<file path="config.mk">
export PLATFORM = sky130hd
export DESIGN_NAME = ladder_monitor
export DESIGN_NICKNAME = d
export VERILOG_FILES = /design/src/rtl/ladder_pkg.sv /design/src/rtl/ladder_sat_counter.sv /design/src/rtl/ladder_monitor.sv
export SDC_FILE = /design/constraint.sdc
export NUM_CORES = 1
export LEC_CHECK = 0
export CAP_MARGIN = 20
export CORE_MARGIN = 3
export CORE_UTILIZATION = 57
export CTS_CLUSTER_SIZE = 25
export DETAILED_ROUTE_END_ITERATION = 10
export PLACE_DENSITY_LB_ADDON = 0.3
export SLEW_MARGIN = 40
export SYNTH_ARGS = -nofsm -noshare
export SYNTH_HDL_FRONTEND = slang
export SYNTH_SLANG_ARGS = --single-unit
export TNS_END_PERCENT = 1
</file>
<file path="constraint.sdc">
create_clock -name clk -period 8 [get_ports clk]
set_input_delay 1.2 -clock clk [delete_from_list [all_inputs] [get_ports clk]]
set_output_delay 1.2 -clock clk [all_outputs]
set_load 0.005 [all_outputs]
</file>
<file path="src/rtl/ladder_pkg.sv">
// rtl/ladder_pkg.sv - shared types, defaults and helpers for the ladder monitor
// Contents:
//   state_t     ladder shape tracker states (S_IDLE, S_UP, S_DOWN)
//   COUNT_W_DEF default width of the monitored count
//   sat_inc     increment that sticks at a given limit
package ladder_pkg;

   localparam int COUNT_W_DEF = 4;

   typedef enum logic [1:0] {
      S_IDLE = 2'd0,
      S_UP   = 2'd1,
      S_DOWN = 2'd2
   } state_t;

   // Returns value + 1, or value unchanged once it has reached limit.
   function automatic logic [31:0] sat_inc(input logic [31:0] value,
                                           input logic [31:0] limit);
      return (value >= limit) ? value : value + 32'd1;
   endfunction

endpackage

</file>
<file path="src/rtl/ladder_sat_counter.sv">
// rtl/ladder_sat_counter.sv - saturating event counter with synchronous clear
// Ports:
//   clk    rising-edge clock
//   reset  asynchronous active-high reset
//   inc    count one event this cycle
//   clr    synchronous clear, wins over a same-cycle inc
//   q      current count, sticks at all-ones
module ladder_sat_counter
   import ladder_pkg::*;
#(
   parameter int W = 16
) (
   input  logic         clk,
   input  logic         reset,
   input  logic         inc,
   input  logic         clr,
   output logic [W-1:0] q
);

   localparam logic [31:0] LIMIT = 32'((64'd1 << W) - 64'd1);

   always_ff @(posedge clk or posedge reset) begin
      if (reset) begin
         q <= '0;
      end else if (clr) begin
         q <= '0;
      end else if (inc) begin
         q <= W'(sat_inc(32'(q), LIMIT));
      end
   end

endmodule

</file>
<file path="src/rtl/ladder_monitor.sv">
// rtl/ladder_monitor.sv - tracks the up/down ladder shape of a count stream
// Optional feature macro: LADDER_MON_MAXPEAK_EN (max_peak register; tied to 0 otherwise)
// Ports:
//   clk, reset            clock, asynchronous active-high reset
//   count, sample_en      count sample and its evaluate strobe
//   clr                   synchronous clear of ladder_cnt, err_cnt, step_err, max_peak
//   peak, peak_valid      most recent peak height and its one-cycle update pulse
//   valley, valley_valid  most recent valley value and its one-cycle update pulse
//   ladder_cnt            completed ladders (peak then valley), saturating
//   step_err, err_cnt     sticky illegal-step flag and saturating illegal-step count
//   stalled               count unchanged for at least STALL_MAX samples
//   max_peak              largest peak seen
module ladder_monitor
   import ladder_pkg::*;
#(
   parameter int COUNT_W   = COUNT_W_DEF,
   parameter int LCNT_W    = 16,
   parameter int STALL_MAX = 8
) (
   input  logic               clk,
   input  logic               reset,
   input  logic [COUNT_W-1:0] count,
   input  logic               sample_en,
   input  logic               clr,
   output logic [COUNT_W-1:0] peak,
   output logic               peak_valid,
   output logic [COUNT_W-1:0] valley,
   output logic               valley_valid,
   output logic [LCNT_W-1:0]  ladder_cnt,
   output logic               step_err,
   output logic [LCNT_W-1:0]  err_cnt,
   output logic               stalled,
   output logic [COUNT_W-1:0] max_peak
);

   localparam logic signed [COUNT_W:0] D_UP = {{COUNT_W{1'b0}}, 1'b1};
   localparam logic signed [COUNT_W:0] D_DN = '1;
   localparam logic [7:0]              STALL_LIM = 8'(STALL_MAX);

   state_t                   state_q, state_d;
   logic [COUNT_W-1:0]       prev_q;
   logic                     prev_vld;
   logic [7:0]               stall_q, stall_d;
   logic                     peak_seen;

   logic                     eval;
   logic signed [COUNT_W:0]  diff;
   logic                     is_up, is_dn, is_zero, big;
   logic                     peak_evt, valley_evt, err_evt;

   // The very first enabled sample only primes prev; evaluation starts after.
   assign eval    = sample_en & prev_vld;
   assign diff    = $signed({1'b0, count}) - $signed({1'b0, prev_q});
   assign is_up   = (diff == D_UP);
   assign is_dn   = (diff == D_DN);
   assign is_zero = (diff == '0);
   // Anything other than -1/0/+1 is illegal, including 15<->0 wrap steps.
   assign big     = ~(is_up | is_dn | is_zero);

   // FSM: state register
   always_ff @(posedge clk or posedge reset) begin
      if (reset) begin
         state_q <= S_IDLE;
      end else begin
         state_q <= state_d;
      end
   end

   // FSM: next state
   always_comb begin
      state_d = state_q;
      if (eval) begin
         if (big) begin
            state_d = S_IDLE;
         end else begin
            case (state_q)
               S_IDLE: begin
                  if (is_up)      state_d = S_UP;
                  else if (is_dn) state_d = S_DOWN;
               end
               S_UP:    if (is_dn) state_d = S_DOWN;
               S_DOWN:  if (is_up) state_d = S_UP;
               default: state_d = S_IDLE;
            endcase
         end
      end
   end

   // FSM: turning-point and error events
   always_comb begin
      peak_evt   = 1'b0;
      valley_evt = 1'b0;
      err_evt    = 1'b0;
      if (eval) begin
         err_evt    = big;
         peak_evt   = ~big & is_dn & (state_q == S_UP);
         valley_evt = ~big & is_up & (state_q == S_DOWN);
      end
   end

   // Equal-sample run length; frozen while sample_en is low.
   always_comb begin
      stall_d = stall_q;
      if (eval) begin
         stall_d = is_zero ? 8'(sat_inc(32'(stall_q), 32'(STALL_LIM))) : 8'd0;
      end
   end

   always_ff @(posedge clk or posedge reset) begin
      if (reset) begin
         prev_q       <= '0;
         prev_vld     <= 1'b0;
         stall_q      <= '0;
         stalled      <= 1'b0;
         peak         <= '0;
         peak_valid   <= 1'b0;
         valley       <= '0;
         valley_valid <= 1'b0;
         step_err     <= 1'b0;
         peak_seen    <= 1'b0;
      end else begin
         peak_valid   <= peak_evt;
         valley_valid <= valley_evt;
         if (peak_evt)   peak   <= prev_q;
         if (valley_evt) valley <= prev_q;
         if (sample_en) begin
            prev_q   <= count;
            prev_vld <= 1'b1;
         end
         stall_q <= stall_d;
         stalled <= (stall_d == STALL_LIM);
         if (clr)          step_err <= 1'b0;
         else if (err_evt) step_err <= 1'b1;
         // A ladder needs a peak between consecutive valleys.
         if (peak_evt)                peak_seen <= 1'b1;
         else if (clr || valley_evt)  peak_seen <= 1'b0;
      end
   end

   ladder_sat_counter #(.W(LCNT_W)) u_ladder_cnt (
      .clk   (clk),
      .reset (reset),
      .inc   (valley_evt & peak_seen),
      .clr   (clr),
      .q     (ladder_cnt)
   );

   ladder_sat_counter #(.W(LCNT_W)) u_err_cnt (
      .clk   (clk),
      .reset (reset),
      .inc   (err_evt),
      .clr   (clr),
      .q     (err_cnt)
   );

`ifdef LADDER_MON_MAXPEAK_EN
   always_ff @(posedge clk or posedge reset) begin
      if (reset) begin
         max_peak <= '0;
      end else if (clr) begin
         max_peak <= '0;
      end else if (peak_evt && (prev_q > max_peak)) begin
         max_peak <= prev_q;
      end
   end
`else
   assign max_peak = '0;
`endif

endmodule

</file>
# Yosys cells after proc, flatten, opt, wreduce, memory -nomap -nowiden
# Index checks and enable logic that the tools add are counted.
# W data, S select, Z words.
dict set report word_totals {
  register_bits 60
  inputBits 8
  output_inout_bits 48
  word_cells 67
}
dict set report op_classes {
  n_addsub 4
  n_lt_le_gt_ge 3
  n_eq_ne 8
  mux 21
  n_bitwise 9
  n_reduce_logical 9
}
# op count
set ops {}
lappend ops {{$mux W16} 6}
lappend ops {{$add A16 B1 Y16 const B} 2}
lappend ops {{$ge A16 B16 Y1 const B} 2}
lappend ops {{$mux W8} 3}
lappend ops {{$add A8 B1 Y8 const B} 1}
lappend ops {{$eq A8 B4 Y1 const B} 1}
lappend ops {{$ge A8 B4 Y1 const B} 1}
lappend ops {{$mux W2} 4}
lappend ops {{$mux W1} 7}
lappend ops {{$and A1 B1 Y1} 6}
lappend ops {{$pmux W2 S3} 1}
lappend ops {{$reduce_and A2 Y1} 3}
lappend ops {{$reduce_bool A2 Y1} 3}
lappend ops {{$eq A5 B1 Y1 const B} 1}
lappend ops {{$eq A5 B2 Y1 const B} 1}
lappend ops {{$logic_not A5 Y1} 1}
lappend ops {{$sub A4 B4 Y5} 1}
lappend ops {{$ne A2 B2 Y1 const B} 2}
lappend ops {{$ne A3 B3 Y1 const B} 1}
lappend ops {{$eq A2 B1 Y1 const B} 1}
lappend ops {{$eq A2 B2 Y1 const B} 1}
lappend ops {{$logic_not A2 Y1} 1}
lappend ops {{$or A1 B1 Y1} 2}
lappend ops {{$logic_or A1 B1 Y1} 1}
lappend ops {{$not A1 Y1} 1}

# Depth between registers and ports, before layout
# Gate-level depths: netlist (run 1).
dict set report logic_depth {
  word_depth 10
  ltp_mapped 11
  depth_no_buf 10
}

# Cells and area by module
# A second synthesis (run 1) with hierarchy kept.
dict set report hier_totals {
  hier_cells 334
  area_unflattened_um2 3364.5
}
# mod instances cells_per_inst area_each_um2 seq_area_each_um2
set by_module_without_submodules {}
lappend by_module_without_submodules {ladder_sat_counter 2 102 927.1 400.4}
lappend by_module_without_submodules {ladder_monitor 1 130 1510.2 700.7}

# Worst setup path after synthesis (run 1)
# No wires, ideal clock.
dict set report synth_timing {
  path_type {input port to flip-flop}
  start {in count[0]}
  end {reg u_ladder_cnt.q[9]}
  setup_ps 78
  arrival_time_ps 3516
  required_time_ps 7922
  slack_ps 4407
  cell_stages 10
  n_path_buf 0
  cell_sequence {inv_1 ha_1 inv_1 fa_1 nor2b_1 a2111o_1 a211oi_4 nand3_4 or4_1 a21oi_1}
}
dict set report synth_via {
  elab_chain_len 10
  elab_cells_between_ends 12
  cone_classes {add/sub: 1; eq/ne: 2; mux: 1; bitwise: 5; reduce/logical: 3}
}
# element line
set synth_lines {}
lappend synth_lines {{start: declaration} ladder_monitor.sv:22} ;# input logic [COUNT_W-1:0] count,
lappend synth_lines {{$sub A4 B4 Y5 *} ladder_monitor.sv:53} ;# assign diff = $signed({1'b0, count}) - $signed({1'b0, prev_q});
lappend synth_lines {{$eq A5 B2 Y1 / $eq A5 B1 Y1 (equally long branches)} {ladder_monitor.sv:54, ladder_monitor.sv:55}}
lappend synth_lines {{$or A1 B1 Y1 (2 in series)} ladder_monitor.sv:58} ;# assign big = ~(is_up | is_dn | is_zero);
lappend synth_lines {{$and A1 B1 Y1 * (2 in series)} ladder_monitor.sv:97} ;# valley_evt = ~big & is_up & (state_q == S_DOWN);
lappend synth_lines {{$mux W1 *} ladder_monitor.sv:94} ;# if (eval) begin
lappend synth_lines {{$and A1 B1 Y1 *} ladder_monitor.sv:143} ;# .inc (valley_evt & peak_seen),
lappend synth_lines {{$reduce_bool A2 Y1 (no source line) *} n/a}
lappend synth_lines {{$reduce_and A2 Y1 (no source line) *} n/a}
lappend synth_lines {{end signal: assignment} ladder_sat_counter.sv:28} ;# q <= W'(sat_inc(32'(q), LIMIT));
lappend synth_lines {{end: declaration} ladder_sat_counter.sv:17} ;# output logic [W-1:0] q
# Mark *: on every way between the ends. The rest lies on a longest branch, timed or not.
# A chain may end at the register's enable or synchronous reset.

# Worst setup path in the final report (run 1)
# Ends and elaborated chain as after synthesis.

==> summary.md, run 1 <==
| Metric | Value |
|---|---|
| Synth area leaders | dfrtp_1 (48%), xor2_1 (4.2%), nor2_1 (4.1%) |
| # hold bufs at CTS | 0 |
| Max Freq | 242.8 MHz |
| Worst VDD drop | around 140 uV |
| Pin count of the biggest net entering global routing | 61 |
| Mapped cell area | about 3100 sq um |
| Commonest cells in the netlist | dfrtp_1 (60), nor2_1 (34), a21oi_1 (19), nand2_1 (19) |
| Mux contribution to synthesized area | under 10% |
| Post-Route WL | around 6600 microns |
| CTS tree | done |
| Worst path slowest cell | a211oi_4 |
| Unrepaired setup endpoints after global routing | no |
| Setup bufs post-CTS | 0 |
| GP Congestion | 0.8490 |
| Critical path's top delay family | compound AO/OA/AOI/OAI gates |
| Tightest Pin Transition | 0.7239 ns |
| Hold Crit Class | flop to flop |
| Iteration-0 DRC Markers | 160 |
| Initial core utilization | 60.14% |
| Setup tns final | 0 ns |
| Critical Path Max Stage Delay | 0.53 ns |
| Area of the multi-input gates | 1521 sq um |
| Post-synthesis xor/xnor area fraction | 5.036% |
| Area post-placement | 3689 sq um |
| Placed Instances | 428 |
| Power Total | 668.9 uW |
| Register bit count reported by yosys | 60 |
| Synth Area in Compound Gates | about 11% |
| Layout cells sized above 1 | 9.893% |
| Max_cap viols | 0 |
| Setup violators final | 0 |
| Startpoint Class | primary input |
| Syn Inst Count | 315 |
| IO buf count | 51 |
| H-tree Lvls | 3 |
| Gr ovfl total | 0 |
| DRT Pass-1 Iters | 4 |
| First-pass GRT wire length | 11370 microns |
| Vias post-DR | about 2600 |
| Synth Area in Adders | 3.837% |
| Mean area per synthesized cell | 9.938 sq um |
| Fill count | 406 |
| Simple-gate area share of the yosys netlist | 23.38% |
| # clock sinks | 60 |
| Worst-path cell chain | clkdlybuf4s50_1 -> inv_1 -> ha_1 -> inv_1 -> fa_1 -> nor2b_1 -> a2111o_1 -> a211oi_4 -> buf_6 -> nand3_4 -> or4_1 -> a21oi_1 |
| Clock Latency Late Sink | 0.34 ns |
| Antenna cells | 0 |
| NumNets Final | 387 |
| Ys async rst share | 100.0% |
| Die area | 6418 sq um |
| Io pins | 56 |
| Synth cell types | 48 |
| Register area share after synthesis | 47.96% |
| Final Core Density | 74.69% |
| Critical Path RT | 8.26 ns |
| Most frequent cell after synthesis | dfrtp_1 |
| Final Cycle Share | between 50% and 60% |
| Detailed Place HPWL | 4468 microns |
| Worst-path clk slew | 0.06 ns |
| Largest family of logic cells by synthesized area | simple AND/OR/NAND/NOR gates |
| Kind of critical path | primary input to flop |
| # DRC | 0 |
| Dominant cell type by area after synthesis | dfrtp_1 |
| Ys flop type | dfrtp_1 |
| Initial antenna violation count | 0 |
| Final instance area | 3887 sq um |
| Hold Slack | 0.4920 ns |
| Vias in the first global route | ~2500 |
| WL/cell | 14.90 microns |
| Die width | between 80 and 90 microns |
| Avg Vias per Cell | around 6 |
| Pwr dens | 172.1 nW/um^2 |
| Core Area | 5205 sq um |
| EDFF count, synth | 0 |
| Area growth from synthesis to layout | 24.18% |
| CP Buf/Inv Count | 4 |
| Final Hold Vio Count | 0 |
| Clock buffer count from CTS | 9 |
| Crit path capture type | flop |
| PnR worst setup slack | between 3 and 4 ns |
| Register Area | 1501 sq um |
| Final Slew Violations | 0 |
| CTS root buffer | clkbuf_8 |
| Yosys warning total | 0 |
| Status | complete, no violations |
| Antenna viol nets, final | 0 |
| CP max FO | 11 |
| Leakage dissipation | 1.672 nW |
| Pre-CTS WS | 3.420 ns |
| Skew final | 0.008117 ns |
| Total GRT Usage | a little under a quarter |
| Die height | about 80 microns |
| Top cell type's share of synthesized area | 47.96% |
| Clock Path Buffers | 2 |
| FP Rows | 26 |
| Post-cts repair resize count | 0 |
| Slew headroom | 51.74% |
| Post-layout min period | 4.119 ns |
| Cell mode on critical path | inv_1 |
| Critical path data arrival time | approximately 4.4 ns |
| Final Non-Filler Cells | 444 |
## kinds of logic (layout without fill, tap and decap cells)
family                     count (synthesis)  in the layout
adders and majority gates                  9              9
DFF                                       60             60
other                                      1              4
muxes                                     13             13
buffers and inverters                     27             83
xor gates and xnor gates                  18             18
and+or+nand+nor                          134            134
AOI/OAI and AO/OA                         53             53
## routing by layer
metal | GRT usage, % | vias up | part of all wire [%]
li1 | - | 1237 | -
met3 | 4.709 | 13 | 4.7
met2 | 37.42 | 77 | 50
met1 | 28.49 | 1288 | 44
met5 | 0 | - | 0
met4 | 9.797 | 0 | 1.9
## cells in the final DEF, fill, tap and decap left out, types with 2 or more instances in the layout
cell              n
nand3_1          15
or2_2             2
nor2b_1           7
a31oi_1           2
o41ai_1           2
a31o_2            2
o31ai_1           7
a21o_1            3
xor2_1           15
buf_4             2
o21ai_0           7
a211oi_1          4
conb_1            4
mux2i_1           3
inv_1            13
clkbuf_8         13
and4_1            5
nand4_1          12
dfrtp_1          60
nand2_1          19
nor3_1            8
or4b_1            2
mux2_2           10
and3_1            7
and3b_1           2
a21oi_1          19
xnor2_1           3
clkdlybuf4s50_1  51
nor2_1           34
nor4_1            3
or4_1             7
ha_1              8
or3_1             4
## path summary, 6_finish.rpt
kind / from / endpoint / slack, ns / cells past startpoint
max: count[0] / u_ladder_cnt.q[9] / 3.88 / 12
min: prev_vld / prev_vld / 0.49 / 1
max reg2reg: prev_q[0] / u_ladder_cnt.q[9] / 4.82 / 10
min reg2reg: prev_vld / prev_vld / 0.49 / 1
max in group asynchronous: reset / state_q[0] / 6.13 / 3
min in group asynchronous: reset / u_err_cnt.q[10] / 1.40 / 3
## report_power, final
part           leakage (nW)  switching (mW)  internal, mW
clock                0.0986           0.111         0.144
sequential            0.820          0.0113         0.314
combinational         0.754          0.0502        0.0381
## cell type report
class / instances / area share (%)
multi-input cells: 231 / 39.14
well taps: 70 / 2.253
flip-flops and latches: 60 / 38.62
repair buffers: 54 / 13.81
clock inverters: 1 / 0.1287
inverters: 14 / 1.352
clock buffers: 14 / 4.699
## sequential cells by signal, summed over array words and instances (netlist names)
name	count
state_q	2
valley	4
step_err	1
valley_valid	1
u_err_cnt.q	16
prev_vld	1
peak_valid	1
stall_q	8
stalled	1
peak_seen	1
u_ladder_cnt.q	16
prev_q	4
peak	4
## worst register-to-register path, stage by stage (launching register included)
cell and delay (ns):
dfrtp_1 0.38, ha_1 0.18, inv_1 0.06, fa_1 0.41, nor2b_1 0.15, a2111o_1 0.43, a211oi_4 0.53, buf_6 0.22
nand3_4 0.11, or4_1 0.49, a21oi_1 0.15
(Power assumes the default switching activity.)
==> inputs of run 2 (changes only) <==
--- a/config.mk
+++ b/config.mk
@@ -7,7 +7,7 @@
 export LEC_CHECK = 0
 export CAP_MARGIN = 20
 export CORE_MARGIN = 3
-export CORE_UTILIZATION = 57
+export CORE_UTILIZATION = 47
 export CTS_CLUSTER_SIZE = 25
 export DETAILED_ROUTE_END_ITERATION = 10
 export PLACE_DENSITY_LB_ADDON = 0.3
==> constraint.sdc (replaced) <==
create_clock -name clk -period 3.45 [get_ports clk]
set_input_delay 0.5175 -clock clk [delete_from_list [all_inputs] [get_ports clk]]
set_output_delay 0.5175 -clock clk [all_outputs]
set_load 0.005 [all_outputs]
==> run 2 against run 1 <==
  * Clock skew shrank 0.0027 ns
  * Non-clock buffer count is 5 higher
  * Worst setup slack got worse by 3.5 ns
  * Wire length decreased by 2.9%
  * Worst hold slack got worse by 0.0090 ns
  * Core utilization decreased by 14 points
  * First-iteration DRC count unchanged
  * Critical path depth fell by 1
  * Critical endpoint unchanged
  * Largest power group unchanged
==> summary.md, run 2 (synthesis results as in run 1) <==
| Metric | Value |
|---|---|
| Status | complete, no violations |
| Slew headroom | 49.45% (-2.3 points) |
| Iteration-0 DRC Markers | 160 (unchanged) |
| Gr ovfl total | 0 (unchanged) |
| Avg Vias per Cell | 5.638 (-4.3%) |
| CTS tree | done |
| Worst-path cell chain | clkdlybuf4s50_1 -> inv_1 -> ha_1 -> inv_1 -> fa_1 -> nor2b_1 -> a2111o_1 -> a211oi_4 -> nand3_4 -> or4_1 -> a21oi_1 |
| WL/cell | 14.18 microns (-4.9%) |
| Pwr dens | 377.2 nW/um^2 (+120%) |
| Area growth from synthesis to layout | 24.30% (about the same) |
| Antenna viol nets, final | 0 (unchanged) |
| Startpoint Class | primary input |
| Post-cts repair resize count | 0 (unchanged) |
| Commonest non-fill, non-tap cells in the layout | dfrtp_1 (60), clkdlybuf4s50_1 (51), nor2_1 (34) |
| Skew final | 0.005452 ns (-0.002665 ns) |
| Pin count of the biggest net entering global routing | 61 (unchanged) |
| Post-layout min period | 3.031 ns |
| Setup violators final | 0 (unchanged) |
| Detailed Place HPWL | 4501 microns (+0.74%) |
| Worst-path clk slew | 0.06 ns (about the same) |
| Cell mode on critical path | inv_1 |
| Clock Path Buffers | 2 (unchanged) |
| Leakage dissipation | 1.673 nW (about the same) |
| Hold Slack | 0.4829 ns (-0.009047 ns) |
| Final Slew Violations | 0 (unchanged) |
| Max Freq | 329.9 MHz |
| Layout cells sized above 1 | 10.11% (+0.21 points) |
| Tightest Pin Transition | 0.7559 ns (+0.03203 ns) |
| Initial antenna violation count | 0 (unchanged) |
| Io pins | 56 (unchanged) |
| Post-Route WL | 6422 microns (-2.9%) |
| Worst path slowest cell | or4_1 |
| Kind of critical path | primary input to flop |
| CP max FO | 6 (-5) |
| Die width | 87.61 microns (+9.4%) |
| # hold bufs at CTS | 0 (unchanged) |
| Vias post-DR | 2554 (-2.3%) |
| H-tree Lvls | 3 (unchanged) |
| NumNets Final | 392 (+1.3%) |
| Crit path capture type | flop |
| GP Congestion | 0.8350 (-1.6%) |
| Biggest regs | u_err_cnt.q x16, u_ladder_cnt.q x16, stall_q x8 |
| Final Non-Filler Cells | 453 (+2.0%) |
| Critical path data arrival time | 3.29 ns (-1.09 ns) |
| Hold Crit Class | flop to flop |
| Die area | 7676 sq um (+20%) |
| Placed Instances | 441 (+3.0%) |
| Power Total | 1.468 mW (+120%) |
| # clock sinks | 60 (unchanged) |
| Clock buffer count from CTS | 9 (unchanged) |
| Critical Path Max Stage Delay | 0.50 ns (-0.03 ns) |
| First-pass GRT wire length | 11210 microns (-1.4%) |
| Clock Latency Late Sink | 0.34 ns (about the same) |
| FP Rows | 29 (+12%) |
| DRT Pass-1 Iters | 4 (unchanged) |
| IO buf count | 51 (unchanged) |
| Reg2reg setup slack | 0.68 ns (-4.14 ns) |
| Most common cell after layout, fill and taps aside | dfrtp_1 |
| Critical path's top delay family | compound AO/OA/AOI/OAI gates |
| Vias in the first global route | 2445 (-1.1%) |
| Critical Path RT | 3.71 ns (-4.55 ns) |
| Final Core Density | 60.93% (-14 points) |
| # DRC | 0 (unchanged) |
| Worst VDD drop | 267.1 uV (+93%) |
| Max_cap viols | 0 (unchanged) |
| CP Buf/Inv Count | 3 (-1) |
| Total GRT Usage | 18.68% (-3.9 points) |
| Initial core utilization | 49.02% (-11 points) |
| Final Cycle Share | 87.86% |
| CTS root buffer | clkbuf_8 |
| Unrepaired setup endpoints after global routing | no |
| Setup tns final | 0 ns (unchanged) |
| Final Hold Vio Count | 0 (unchanged) |
| Antenna cells | 0 (unchanged) |
| Core Area | 6386 sq um (+23%) |
| Die height | 87.61 microns (+9.4%) |
| Setup bufs post-CTS | 0 (unchanged) |
-- run 2: cell types whose count changed in the layout (fill, tap and decap cells not counted) --
cell | before | now
buf_4 | 2 | 7
clkbuf_1 | 1 | 2
clkinv_2 | 1 | 0
clkbuf_8 | 13 | 10
-- run 2: area by class of cell --
class	instances	area, sq um
sequential	60	1501
tap	77	96.34
inverter	14	52.55
clock buffer	12	145.1
multi-input combinational	231	1521
fill	561	2495
timing repair buffer	59	574.3
-- run 2: final timing paths --
path                            from                 end  cells after the start
min in group asynchronous      reset     u_err_cnt.q[12]                      3
max reg2reg                prev_q[0]   u_ladder_cnt.q[9]                      9
min                         prev_vld            prev_vld                      1
max in group asynchronous      reset  u_ladder_cnt.q[14]                      3
max                         count[0]   u_ladder_cnt.q[9]                     11
min reg2reg                 prev_vld            prev_vld                      1
-- run 2: routing by layer --
metal	vias up	global-route usage, %	wire, microns
li1	1234	-	-
met1	1238	23.97	2949
met5	-	0	0
met2	74	29.73	3004
met4	0	6.695	107
met3	8	6.115	360
-- run 2: power by group --
part / switching [mW] / internal, mW / leakage [nW]
Combinational: 0.115 / 0.0969 / 0.779
Sequential: 0.0241 / 0.728 / 0.820
Clock: 0.239 / 0.264 / 0.0743
Total: 0.378 / 1.09 / 1.67
-- run 2: worst reg2reg max path, cell delays in order, from the launching register on --
cell and delay [ns]:
dfrtp_1 0.38, ha_1 0.18, inv_1 0.05, fa_1 0.41
nor2b_1 0.16, a2111o_1 0.42, a211oi_4 0.29, nand3_4 0.14
or4_1 0.50, a21oi_1 0.16
-- run 2: per-stage QoR --
stage	area [sq um]	setup WS, ns
2_1_floorplan	3142	0.5391
3_3_place_gp	3742	0.1592
3_5_place_dp	3742	0.08477
4_1_cts	3887	0.4424
5_1_grt	3891	0.3147
6_report	3891	0.4189
